==> src/rtl/inet_checksum_stream.sv <==
// Streaming RFC 1071 ones'-complement checksum engine.
// Accepts DATA_BYTES bytes per beat with contiguous byte qualifiers and
// realigns bytes by their running stream offset, so frames may split
// 16-bit words across beats. A frame's result appears exactly four cycles
// after its end_of_frame beat. Each frame is seeded with initial_sum on its
// first beat, so back-to-back frames do not disturb each other.
//
// Handshake: data_valid qualifies a beat. The block is always ready, so
// every beat with data_valid high is consumed at the clock edge where it is
// sampled. There is no back-pressure.
module inet_checksum_stream #(
  parameter int DATA_BYTES   = 2,
  parameter int UDP_ZERO_MAP = 0
) (
  input  logic                    clock,
  input  logic                    reset_n,
  input  logic                    data_valid,
  input  logic [8*DATA_BYTES-1:0] data,
  input  logic [DATA_BYTES-1:0]   data_keep,
  input  logic                    end_of_frame,
  input  logic [15:0]             initial_sum,
  input  logic [15:0]             checksum_expected,
  output logic                    checksum_done,
  output logic                    checksum_correct,
  output logic [15:0]             checksum_value,
  output logic                    frame_active,
  output logic [0:0]              fsm_state
);

  // Number of 16-bit words needed to hold one beat shifted by one byte.
  localparam int AW   = DATA_BYTES / 2 + 1;
  localparam int EW   = 16 * AW;
  localparam int PADW = EW - 8 * DATA_BYTES;

  localparam logic [0:0] S_IDLE  = 1'b0;
  localparam logic [0:0] S_ACCUM = 1'b1;

  logic [1:0] rst_sync;
  logic       rst_n_int;

  logic [0:0] state;
  logic       par;
  logic       start;
  logic       par_base;
  logic       keep_par;

  logic [8*DATA_BYTES-1:0] masked;
  logic [EW-1:0]           extended;
  logic [EW-1:0]           aligned;

  logic          s1_valid, s1_first, s1_eof;
  logic [15:0]   s1_seed, s1_exp;
  logic [EW-1:0] s1_bytes;

  logic [18:0]   word_sum;
  logic          s2_valid, s2_first, s2_eof;
  logic [15:0]   s2_seed, s2_exp;
  logic [18:0]   s2_sum;

  logic [15:0]   base;
  logic [19:0]   total;
  logic [16:0]   fold1;
  logic [15:0]   fold2;
  logic [15:0]   acc;
  logic          s3_eof;
  logic [15:0]   s3_exp;

  logic [15:0]   inv;
  logic [15:0]   mapped;
  logic          s4_done;
  logic [15:0]   s4_value;
  logic          s4_match;

  // Reset asserts immediately and releases two clock edges after reset_n rises.
  always_ff @(posedge clock or negedge reset_n) begin
    if (!reset_n) rst_sync <= 2'b00;
    else          rst_sync <= {rst_sync[0], 1'b1};
  end

  assign rst_n_int = rst_sync[1];

  // A beat in IDLE starts a frame; its byte offset restarts at zero.
  assign start    = data_valid && (state == S_IDLE);
  assign par_base = start ? 1'b0 : par;
  assign keep_par = ^data_keep;

  assign frame_active = rst_n_int && ((state == S_ACCUM) || data_valid);
  assign fsm_state    = state;

  // Frame state and the parity of the next byte's stream offset.
  always_ff @(posedge clock or negedge rst_n_int) begin
    if (!rst_n_int) begin
      state <= S_IDLE;
      par   <= 1'b0;
    end else if (data_valid) begin
      par   <= par_base ^ keep_par;
      state <= end_of_frame ? S_IDLE : S_ACCUM;
    end
  end

  // Zero unqualified bytes so they contribute nothing to the sum.
  always_comb begin
    masked = '0;
    for (int i = 0; i < DATA_BYTES; i++) begin
      if (data_keep[i]) masked[8*(DATA_BYTES-1-i) +: 8] = data[8*(DATA_BYTES-1-i) +: 8];
    end
  end

  // An odd starting offset pushes byte 0 into the low half of the first word.
  assign extended = {masked, {PADW{1'b0}}};
  assign aligned  = par_base ? (extended >> 8) : extended;

  // Stage 1: aligned bytes plus the frame bookkeeping carried along with them.
  always_ff @(posedge clock or negedge rst_n_int) begin
    if (!rst_n_int) begin
      s1_valid <= 1'b0;
      s1_first <= 1'b0;
      s1_eof   <= 1'b0;
      s1_seed  <= 16'h0000;
      s1_exp   <= 16'h0000;
      s1_bytes <= '0;
    end else begin
      s1_valid <= data_valid;
      s1_first <= start;
      s1_eof   <= data_valid && end_of_frame;
      if (data_valid) begin
        s1_bytes <= aligned;
        s1_seed  <= initial_sum;
        s1_exp   <= checksum_expected;
      end
    end
  end

  // Plain binary sum of the beat's aligned 16-bit words.
  always_comb begin
    word_sum = '0;
    for (int w = 0; w < AW; w++) begin
      word_sum = word_sum + 19'(s1_bytes[EW-1-16*w -: 16]);
    end
  end

  // Stage 2: registered beat word sum.
  always_ff @(posedge clock or negedge rst_n_int) begin
    if (!rst_n_int) begin
      s2_valid <= 1'b0;
      s2_first <= 1'b0;
      s2_eof   <= 1'b0;
      s2_seed  <= 16'h0000;
      s2_exp   <= 16'h0000;
      s2_sum   <= '0;
    end else begin
      s2_valid <= s1_valid;
      s2_first <= s1_first;
      s2_eof   <= s1_eof;
      s2_seed  <= s1_seed;
      s2_exp   <= s1_exp;
      s2_sum   <= word_sum;
    end
  end

  // End-around carry: two folds always bring the total back into 16 bits.
  assign base  = s2_first ? s2_seed : acc;
  assign total = {4'b0000, base} + {1'b0, s2_sum};
  assign fold1 = {1'b0, total[15:0]} + {13'b0, total[19:16]};
  assign fold2 = fold1[15:0] + {15'b0, fold1[16]};

  // Stage 3: ones'-complement accumulator, restarted from the seed per frame.
  always_ff @(posedge clock or negedge rst_n_int) begin
    if (!rst_n_int) begin
      acc    <= 16'h0000;
      s3_eof <= 1'b0;
      s3_exp <= 16'h0000;
    end else begin
      if (s2_valid) acc <= fold2;
      s3_eof <= s2_valid && s2_eof;
      if (s2_valid && s2_eof) s3_exp <= s2_exp;
    end
  end

  assign inv    = ~acc;
  assign mapped = ((UDP_ZERO_MAP != 0) && (inv == 16'h0000)) ? 16'hFFFF : inv;

  // Stage 4: final inversion, optional zero mapping and comparison.
  always_ff @(posedge clock or negedge rst_n_int) begin
    if (!rst_n_int) begin
      s4_done  <= 1'b0;
      s4_value <= 16'h0000;
      s4_match <= 1'b0;
    end else begin
      s4_done <= s3_eof;
      if (s3_eof) begin
        s4_value <= mapped;
        s4_match <= (mapped == s3_exp);
      end
    end
  end

  // Result registers: one-cycle done pulse, value and flag held until next done.
  always_ff @(posedge clock or negedge rst_n_int) begin
    if (!rst_n_int) begin
      checksum_done    <= 1'b0;
      checksum_value   <= 16'h0000;
      checksum_correct <= 1'b0;
    end else begin
      checksum_done <= s4_done;
      if (s4_done) begin
        checksum_value   <= s4_value;
        checksum_correct <= s4_match;
      end
    end
  end

endmodule

==> config.mk <==
export PLATFORM = sky130hd
export DESIGN_NAME = inet_checksum_stream
export DESIGN_NICKNAME = d
export VERILOG_FILES = /design/src/rtl/inet_checksum_stream.sv
export SDC_FILE = /design/constraint.sdc
export NUM_CORES = 1
export LEC_CHECK = 0
export ABC_AREA = 1
export BUFFER_PORTS_ARGS = -buffer_cell sky130_fd_sc_hd__buf_2
export CELL_PAD_IN_SITES_DETAIL_PLACEMENT = 0
export CELL_PAD_IN_SITES_GLOBAL_PLACEMENT = 1
export CORE_AREA = 2 2 155 157
export CTS_CLUSTER_SIZE = 16
export DETAILED_ROUTE_END_ITERATION = 7
export DIE_AREA = 0 0 157 159
export PLACE_DENSITY = 0.66
export SLEW_MARGIN = 20
export SYNTH_ARGS = -nofsm -noshare
export SYNTH_HDL_FRONTEND = slang
export SYNTH_SLANG_ARGS = --single-unit
==> constraint.sdc <==
create_clock -name clock -period 7.49 [get_ports clock]
set_input_delay 0.3745 -clock clock [delete_from_list [all_inputs] [get_ports clock]]
set_output_delay 0.3745 -clock clock [all_outputs]
set_load 0.05 [all_outputs]
==> run_results.csv, run 1 <==
group,metric,value,unit
worst_setup_path,max_stage_delay,810,ps
floorplan,ios,74,
worst_hold_path,hold_path_class,"input pin to register",
sta,fin_crit_sh,78.10,%
logic_synthesis,netlist_area,0.008721,mm^2
clocking,cts_buffers,17,
floorplan,start_util,37.60,%
logic_synthesis,synth-main-ff-cell,"dfrtp_1",
drt,drt-initial-drc-count,291,
final_layout,antenna_cells,0,
clocking,cts_resized,0,
final_layout,final_cell_mix,"371 x nand2_1, 183 x dfrtp_1, 93 x inv_1, 73 x buf_2, 57 x o21ai_0",
worst_setup_path,cp.required,7820,ps
global_route,gr-total-overflow,0,
sta,drv_slew,0,
global_route,first_global_vias,6599,
worst_setup_path,critPathMaxFanout,22,
drt,ant_nets,0,
sta,grt_setup_unrepaired,"false",
clocking,clk_pin_slew,80,ps
worst_setup_path,rrSetupSlack,1640,ps
power,switching_share,43.69,%
sta,maxSlewHeadroom,36.87,%
sta,fin_crit,5850,ps
clocking,ctsLongestPathBuffers,2,
global_route,grt_pass1_wl,35.13,mm
floorplan,die_area,0.02496,mm^2
sta,finalSetupTns,0,ps
run_status,status,"complete, no violations",
logic_synthesis,synth-edff-count,0,
clocking,cts_tree,"yes",
power,power.switching,1670,uW
final_layout,area_growth_syn_to_layout,15.08,%
placement,io_buffers,73,
logic_synthesis,synth.top_cell.area_share,52.80,%
final_layout,final_common_cell,"nand2_1",
logic_synthesis,yosys.cell_types.count,34,
power,peakVddDrop,134.5,uV
floorplan,core-area,0.02319,mm^2
worst_setup_path,critical_path_class,"register to register",
logic_synthesis,postSynthAreaPerCell,8.600,um^2
worst_setup_path,startpoint_type,"register",
final_layout,nFillCells,2316,
clocking,clkLatencyLatePin,430,ps
clocking,clkSinkCount,184,
logic_synthesis,synth_warnings,0,
power,p_per_area,380.7,mW/mm^2
power,leakage,0.005264,uW
sta,setup_viol,0,
final_layout,nets,1166,
drt,wl_per_cell,14.83,um
logic_synthesis,yosys_register_bits,184,
sta,tightest_slew,946.9,ps
sta,hold_violations,0,
power,p_int,2152,uW
logic_synthesis,ys_async_sr_fraction,100.0,%
final_layout,drive_above_1_share,15.45,%
logic_synthesis,netlist_top_cells_area,"dfrtp_1 53%, nand2_1 16%, ha_1 4.0%",
worst_setup_path,cpMaxStageDelayCell,"dfrtp_1",
power,pwr-share-comb,39.7,%
clocking,postCtsSetupBuffers,0,
logic_synthesis,ys_seq_area_share,52.80,%
worst_setup_path,cp.arrival,6180,ps
floorplan,die_y,159,um
job,drv_cap,0,
drt,firstDrtPassIters,5,
floorplan,num_rows,56,
sta,clock_skew,14.25,ps
logic_synthesis,synth_top_area_cell,"dfrtp_1",
drt,drt-vias-per-instance,4.598,
worst_setup_path,end_kind,"register",
placement,routabilityCongestion,0.8948,
drt,drc_errors,0,
power,clockPowerShare,23.6,%
drt,num_vias,6497,
global_route,grt.total_usage,18.06,%
drt,wl,20.96,mm
logic_synthesis,syn-num-nets,1099,
clocking,htreeDepth,4,
sta,whs,141.1,ps
sta,fmax,0.1709,GHz
placement,place_hpwl,15.43,mm
global_route,grt_max_degree,78,
power,p_seq_share,36.6,%
clocking,cts_root_buf,"clkbuf_16",
logic_synthesis,synthCells,1014,
global_route,antenna_found_initial,0,
floorplan,fp.dieW,157,um
[power by group through the flow]
stage | registers [uW] | logic, uW | clock network (uW)
after floorplan | 1480 | 1010 | 0
after global placement | 1420 | 1520 | 0
after detailed placement | 1420 | 1520 | 0
after CTS | 1400 | 1530 | 926
after global routing | 1430 | 1730 | 978
final | 1400 | 1520 | 903
[cell families after synthesis]
logic type	count (synthesis)	synth area share, %
simple gates	507	24.29
flops	184	52.80
xor+xnor	22	2.210
mux	26	3.357
fa+ha+maj	31	4.706
buf+inv	130	5.610
other cells	1	0.04300
compound gates	113	6.987
[critical path, delay by kind of cell (launching register included)]
| kind | cells | cell delay, ps |
|---|---|---|
| and+or+nand+nor | 24 | 2610 |
| adders and majority gates | 5 | 1280 |
| DFF | 1 | 810 |
| buffers and inverters | 4 | 440 |
| AOI/OAI and AO/OA | 3 | 410 |
| xor gates and xnor gates | 1 | 180 |
[registers in the layout (all words and copies together) (netlist names)]
| name | cells |
|---|---|
| rst_sync | 2 |
| s4_value | 16 |
| s1_valid | 1 |
| s1_seed | 16 |
| s2_valid | 1 |
| s4_match | 1 |
| checksum_value | 16 |
| s4_done | 1 |
| checksum_done | 1 |
| acc | 16 |
| par | 1 |
| s1_exp | 16 |
| s2_seed | 16 |
| s3_eof | 1 |
| s2_first | 1 |
| s3_exp | 16 |
| checksum_correct | 1 |
| fsm_state | 1 |
| s2_exp | 16 |
| s1_eof | 1 |
| s2_sum | 17 |
| s1_first | 1 |
| s1_bytes | 24 |
| s2_eof | 1 |
[routing by layer]
metal | vias to the layer above | routed length (um) | track usage, %
met5 | - | 0 | 0
met4 | 0 | 488 | 5.880
met3 | 30 | 630 | 3.076
met2 | 119 | 9019 | 26.46
met1 | 2981 | 10820 | 27.12
li1 | 3367 | - | -
[layout make-up]
| type | instances | area, um^2 | area share [%] |
|---|---|---|---|
| Sequential cell | 184 | 4608 | 45.92 |
| Clock buffer | 18 | 439.2 | 4.376 |
| Multi-Input combinational cell | 700 | 3638 | 36.25 |
| Tap cell | 319 | 399.1 | 3.977 |
| Inverter | 100 | 375.4 | 3.740 |
| Timing Repair Buffer | 78 | 405.4 | 4.039 |
| Clock inverter | 14 | 170.2 | 1.696 |
[Yosys cell counts, types with 9 or more instances]
| master | count |
|---|---|
| nand4_1 | 12 |
| nand2_1 | 371 |
| a21oi_1 | 31 |
| nand2_2 | 9 |
| clkbuf_1 | 26 |
| xor2_1 | 15 |
| ha_1 | 28 |
| dfrtp_1 | 184 |
| inv_1 | 93 |
| o21ai_0 | 57 |
| mux2_2 | 26 |
| nor2_1 | 36 |
| nand3_1 | 56 |
[path summary, 6_finish.rpt]
check,startpoint,endpoint,cells after the start
max,s2_first,acc[13],37
min,checksum_expected[0],s1_exp[0],3
max reg2reg,s2_first,acc[13],37
min reg2reg,rst_sync[1],s1_exp[8],0
max in group asynchronous,rst_sync[1],s2_sum[14],1
min in group asynchronous,reset_n,rst_sync[1],2
[timing repair]
item | CTS | global route
setup endpoints to repair | 0 | 0
hold buffers | 1 | 0
endpoints found under the hold margin | 2 | 0
[per-stage QoR]
step / power [uW] / utilization [%] / cells / cell area, um^2 / setup WS [ps]
global placement: 2943 / 40.57 / 1380 / 9409 / 1795
floorplan: 2487 / - / 1014 / 8721 / 1932
CTS: 3858 / 43.24 / 1413 / 10030 / 1625
finish: 3821 / 43.27 / 1413 / 10040 / 1640
global route: 4136 / 43.27 / 1413 / 10040 / 820.4
detailed placement: 2942 / 40.57 / 1380 / 9409 / 1644
(Power assumes the default switching activity.)
==> run 2, diff against run 1 <==
ABC_AREA = 0   (was 1)
PLACE_DENSITY = 0.62   (was 0.66)
clock period = 6 ns   (was 7.49 ns; I/O delays follow)
==> run_results.csv, run 2 <==
group,metric,value,unit
final_layout,largest_registers,"s1_bytes x24, s2_sum x17",
sta,maxSlewHeadroom,37.58,%
sta,fmax,0.1653,GHz
power,leakage,0.004749,uW
logic_synthesis,syn-num-nets,813,
placement,io_buffers,73,
worst_hold_path,hold_path_class,"input pin to register",
drt,wl_per_cell,17.66,um
logic_synthesis,postSynthAreaPerCell,12.04,um^2
final_layout,final_common_cell,"dfrtp_1",
logic_synthesis,yosysMostFrequentCell,"dfrtp_1",
global_route,grt.total_usage,17.36,%
logic_synthesis,synth_top_area_cell,"dfrtp_1",
logic_synthesis,synthSimpleGateAreaFrac,8.838,%
job,drv_cap,0,
clocking,htreeDepth,4,
floorplan,die_y,159,um
logic_synthesis,synth-edff-count,0,
worst_setup_path,rrSetupSlack,-50,ps
final_layout,regMostFlops,"s1_bytes",
sta,hold_violations,0,
sta,fin_crit,6049,ps
worst_setup_path,rr_endpoint,"acc[14]",
worst_setup_path,critPathMaxFanout,8,
clocking,clk_pin_slew,70,ps
logic_synthesis,synthCells,728,
final_layout,nFillCells,2144,
drt,drc_errors,0,
global_route,grt_pass1_wl,33.58,mm
worst_setup_path,cp.required,6300,ps
logic_synthesis,synth-compound-area-share,10.69,%
sta,grt_setup_unrepaired,"true",
clocking,cts_buffers,17,
logic_synthesis,ys_seq_area_share,52.54,%
sta,fin_crit_sh,100.8,%
placement,routabilityCongestion,0.8376,
drt,firstDrtPassIters,4,
power,peakVddDrop,226.1,uV
run_status,violations,"setup timing",
logic_synthesis,synth.top_cell.area_share,52.54,%
drt,drt-initial-drc-count,308,
floorplan,fp.dieW,157,um
sta,tightest_slew,936.4,ps
logic_synthesis,yosys.area_share.adder,4.683,%
worst_setup_path,cpMaxStageDelayCell,"dfrtp_2",
final_layout,nets,930,
global_route,gr-total-overflow,0,
logic_synthesis,synth_warnings,0,
logic_synthesis,synth_top_family_by_area,"multiplexers",
placement,dpl_cell_area,0.009767,mm^2
final_layout,stdcell_area,0.01072,mm^2
final_layout,largest_reg_flops,24,
worst_setup_path,endpoint,"acc[14]",
floorplan,die_area,0.02496,mm^2
floorplan,start_util,37.79,%
final_layout,area_growth_syn_to_layout,22.32,%
worst_setup_path,worst-path-stages,28,
power,power,5511,uW
clocking,clkSinkCount,184,
worst_setup_path,critPathTopFamily,"simple AND/OR/NAND/NOR gates",
clocking,ctsLongestPathBuffers,2,
final_layout,drive_above_1_share,35.66,%
placement,place_hpwl,15.32,mm
logic_synthesis,yosys-top-cells-count,"184 x dfrtp_1, 89 x mux2_2, 45 x inv_1, 39 x nor2_1, 37 x a21oi_1",
worst_setup_path,cp.arrival,6350,ps
logic_synthesis,yosys.cell_types.count,75,
floorplan,num_rows,56,
logic_synthesis,synth.area.mux_share,13.78,%
logic_synthesis,ys_async_sr_fraction,100.0,%
clocking,cts_root_buf,"clkbuf_16",
logic_synthesis,netlist_area,0.008763,mm^2
run_status,status,"complete, but fails checks",
drt,wl,20.78,mm
worst_setup_path,startpoint,"s2_first",
sta,fin_ws,-49.01,ps
clocking,clkLatencyLatePin,430,ps
worst_setup_path,startpoint_type,"register",
power,p_per_area,514.2,mW/mm^2
worst_setup_path,r2r-start,"s2_first",
clocking,cts_tree,"yes",
placement,dp.cells,1130,
floorplan,ios,74,
final_layout,stdcell_count,1177,
logic_synthesis,synth_xor_xnor_area_share,6.025,%
worst_setup_path,critical_path_class,"register to register",
drt,drt-vias-per-instance,4.962,
logic_synthesis,yosys_register_bits,184,
floorplan,core-area,0.02319,mm^2
drt,num_vias,5840,
global_route,first_global_vias,5969,
worst_setup_path,max_stage_delay,450,ps
worst_setup_path,crit_buf_inv,1,
sta,finalSetupTns,-90.94,ps
final_layout,final_cell_mix,"182 x dfrtp_1, 85 x mux2_2, 73 x buf_2, 51 x buf_4, 44 x inv_1",
worst_setup_path,end_kind,"register",
global_route,grt_max_degree,81,
worst_setup_path,ff2ff_path_depth,28,
final_layout,antenna_cells,0,
sta,drv_slew,0,
drt,ant_nets,0,
sta,clock_skew,11.06,ps
sta,setup_viol,3,
global_route,antenna_found_initial,0,
logic_synthesis,synth-main-ff-cell,"dfrtp_1",
logic_synthesis,netlist_top_cells_area,"dfrtp_1 53%, mux2_2 11%, ha_1 4.0%",
## run 2: changes by cell type after synthesis, sizes merged, moves of 26 or more
cell / before / now
mux2: 26 / 90
o21ai: 64 / 21
nand2: 380 / 22
xnor2: 7 / 33
nand3: 62 / 11
inv: 100 / 45
## run 2: layout make-up
type	instances	area, um^2	share of cell area [%]
clock buffer	19	442.9	4.132
clock inverter	13	133.9	1.249
inverter	46	172.7	1.611
multi-input combinational	467	4133	38.55
sequential	184	4609	43.00
tap	319	399.1	3.724
timing repair buffer	129	828.3	7.727
## run 2: per-layer routing
layer  vias up  GRT usage, %  part of all wire [%]
li1       2822             -                     -
met1      2871         25.78                    48
met2       132         26.81                    46
met3        15         2.749                   4.2
met4         0         3.795                  0.97
met5         -             0                     0
## run 2: cell families after synthesis
family                   after synthesis
flip-flops                           184
AND/OR/NAND/NOR                      137
AO/OA/AOI/OAI                        132
multiplexers                         109
buffers and inverters                 77
XOR/XNOR                              57
adder cells (fa/ha/maj)               31
other                                  1
## run 2: worst min-delay path by stage
stage,start,to,slack (ps),cells after the start
after floorplan,reset_n,rst_sync[0],4,0
after global placement,reset_n,rst_sync[0],90,1
after detailed placement,reset_n,rst_sync[0],90,1
after CTS,checksum_expected[0],s1_exp[0],80,2
after global routing,checksum_expected[0],s1_exp[0],90,2
final,initial_sum[5],s1_seed[5],100,2
## run 2: stage by stage
step	setup WS, ps	hold WS (ps)	util, %
2_1_floorplan	0.9499	4.409	-
3_3_place_gp	117.8	85.46	42.11
3_5_place_dp	-40.48	86.22	42.11
4_1_cts	-52.36	79.65	44.89
5_1_grt	-271.3	92.40	46.22
6_report	-49.01	96.43	46.22
## run 2: timing repair
| action | 4_1_cts | 5_1_grt |
|---|---|---|
| buffers inserted | 1 | 12 |
| hold buffers | 1 | 0 |
| gates resized for setup | 9 | 38 |
| setup endpoints to repair | 4 | 8 |
| endpoints found under the hold margin | 2 | 0 |
| pin swaps | 6 | 25 |
## run 2: where the power goes
part | switching (uW) | internal, uW | leakage [uW]
logic | 1550 | 1100 | 0.00226
registers | 232 | 1530 | 0.00222
clock network | 532 | 564 | 0.000275
==> run 3, diff against run 2 <==
CORE_AREA = 2 2 137 139   (was 2 2 155 157)
DIE_AREA = 0 0 139 141   (was 0 0 157 159)
PLACE_DENSITY = 0.77   (was 0.62)
clock period = 6.4 ns   (was 6 ns; I/O delays follow)
==> run_results.csv, run 3 (same netlist as run 2, synthesis figures left out) <==
group,metric,value,unit
floorplan,fp.dieW,139,um
sta,fmax,0.1635,GHz
worst_setup_path,end_kind,"register",
sta,hold_violations,0,
drt,drt-initial-drc-count,319,
floorplan,ios,74,
sta,fin_crit,6117,ps
placement,routabilityCongestion,0.8958,
job,drv_cap,0,
power,p_seq_share,33.1,%
power,p_per_area,486.4,mW/mm^2
drt,drt-vias-per-instance,5.437,
drt,ant_nets,0,
worst_setup_path,critPathMaxFanout,6,
sta,finalSetupTns,0,ps
sta,tightest_slew,912.5,ps
clocking,clk_pin_slew,70,ps
sta,maxSlewHeadroom,39.17,%
worst_setup_path,critical_path_class,"register to register",
drt,num_vias,5861,
final_layout,regMostFlops,"s1_bytes",
clocking,clkSinkCount,184,
final_layout,final_cell_mix,"182 x dfrtp_1, 89 x mux2_2, 73 x buf_2, 45 x inv_1, 40 x buf_4",
final_layout,stdcell_area,0.01035,mm^2
clocking,clkLatencyLatePin,430,ps
worst_hold_path,hold_path_class,"input pin to register",
worst_setup_path,startpoint_type,"register",
final_layout,antenna_cells,0,
sta,drv_slew,0,
final_layout,final_common_cell,"dfrtp_1",
floorplan,start_util,47.97,%
global_route,first_global_vias,5851,
power,switching_share,40.47,%
final_layout,largest_reg_flops,24,
power,clockPowerShare,21.7,%
floorplan,core-area,0.01827,mm^2
floorplan,die_y,141,um
sta,setup_viol,0,
sta,grt_setup_unrepaired,"true",
placement,place_hpwl,13.96,mm
run_status,status,"complete, no violations",
power,pwr-share-comb,45.3,%
clocking,cts_tree,"yes",
floorplan,num_rows,50,
worst_setup_path,cpMaxStageDelayCell,"dfrtp_2",
worst_setup_path,ff2ff_path_depth,29,
power,p_int,2996,uW
placement,dpl_cell_area,0.009552,mm^2
worst_setup_path,startpoint,"s2_first",
global_route,grt.total_usage,19.88,%
clocking,ctsLongestPathBuffers,2,
worst_setup_path,cp.arrival,6430,ps
power,leakage,0.004666,uW
drt,wl_per_cell,17.47,um
worst_setup_path,r2r-start,"s2_first",
final_layout,largest_registers,"s1_bytes x24, s2_sum x17",
worst_setup_path,endpoint,"acc[15]",
drt,wl,18.84,mm
global_route,grt_max_degree,78,
power,peakVddDrop,323.2,uV
drt,firstDrtPassIters,4,
power,power.switching,2036,uW
clocking,cts_root_buf,"clkbuf_16",
final_layout,nets,916,
global_route,antenna_found_initial,0,
sta,fin_crit_sh,95.58,%
clocking,cts_buffers,17,
final_layout,area_growth_syn_to_layout,18.06,%
worst_setup_path,rr_endpoint,"acc[15]",
global_route,grt_pass1_wl,30.53,mm
global_route,gr-total-overflow,0,
clocking,htreeDepth,4,
drt,drc_errors,0,
worst_setup_path,crit_path_frequent_cell,"a21oi_2",
floorplan,die_area,0.01960,mm^2
final_layout,drive_above_1_share,32.94,%
worst_setup_path,cp.required,6720,ps
placement,io_buffers,73,
worst_setup_path,max_stage_delay,410,ps
worst_setup_path,rrSetupSlack,280,ps
sta,clock_skew,8.971,ps
==> run 3: what timing repair did <==
item,4_1_cts,5_1_grt
setup endpoints to repair,0,8
hold buffers,1,0
setup buffers,0,8
hold endpoints to repair,2,0
resized for setup,0,24
==> run 3: power groups by stage <==
stage,sequential [uW],combinational [uW],clock (uW)
global placement,1680,2150,0
floorplan,1780,1490,0
finish,1660,2280,1090
global route,1700,2470,1170
detailed placement,1690,2180,0
CTS,1670,2200,1120
==> run 3: per-layer routing <==
layer  vias up  routed length (um)  GRT usage (%)
met5         -                   0              0
met2       134                8949          31.79
met3        23                 874          3.567
met4         0                 291          6.805
li1       2788                   -              -
met1      2916                8719          27.65
==> run 3: worst min path at each step <==
stage,from,end,slack (ps),depth (start not counted)
floorplan,reset_n,rst_sync[0],20,0
CTS,checksum_expected[2],s1_exp[2],100,2
global route,checksum_expected[8],s1_exp[8],110,2
global placement,reset_n,rst_sync[0],100,1
detailed placement,reset_n,rst_sync[0],110,1
finish,checksum_expected[2],s1_exp[2],110,2
==> run 3: worst max-delay path, delay by kind of cell (launching register included) <==
kind	cells	cell delay (ps)
fa+ha+maj	4	950
simple gates	10	1780
xor+xnor	1	140
flops	1	410
compound gates	12	2220
mux	1	330
buf+inv	1	140
==> run 3: per-stage QoR <==
stage / setup WS, ps / utilization (%) / total power, uW / std cells / hold WS (ps)
global route: -76.32 / 56.64 / 5340 / 1078 / 105.3
global placement: 271.9 / 52.29 / 3828 / 1037 / 104.7
CTS: 1.174 / 55.73 / 4987 / 1070 / 97.17
finish: 282.9 / 56.64 / 5032 / 1078 / 113.6
floorplan: 64.23 / - / 3265 / 728 / 24.41
detailed placement: 26.23 / 52.29 / 3872 / 1037 / 106.4
==> run 3: final cells by class <==
class | instances | area (um^2)
flip-flops and latches | 184 | 4609
repair buffers | 115 | 686.9
multi-input cells | 467 | 3965
clock inverters | 11 | 158.9
clock buffers | 21 | 460.4
well taps | 234 | 292.8
fillers | 1537 | 7921
inverters | 46 | 172.7
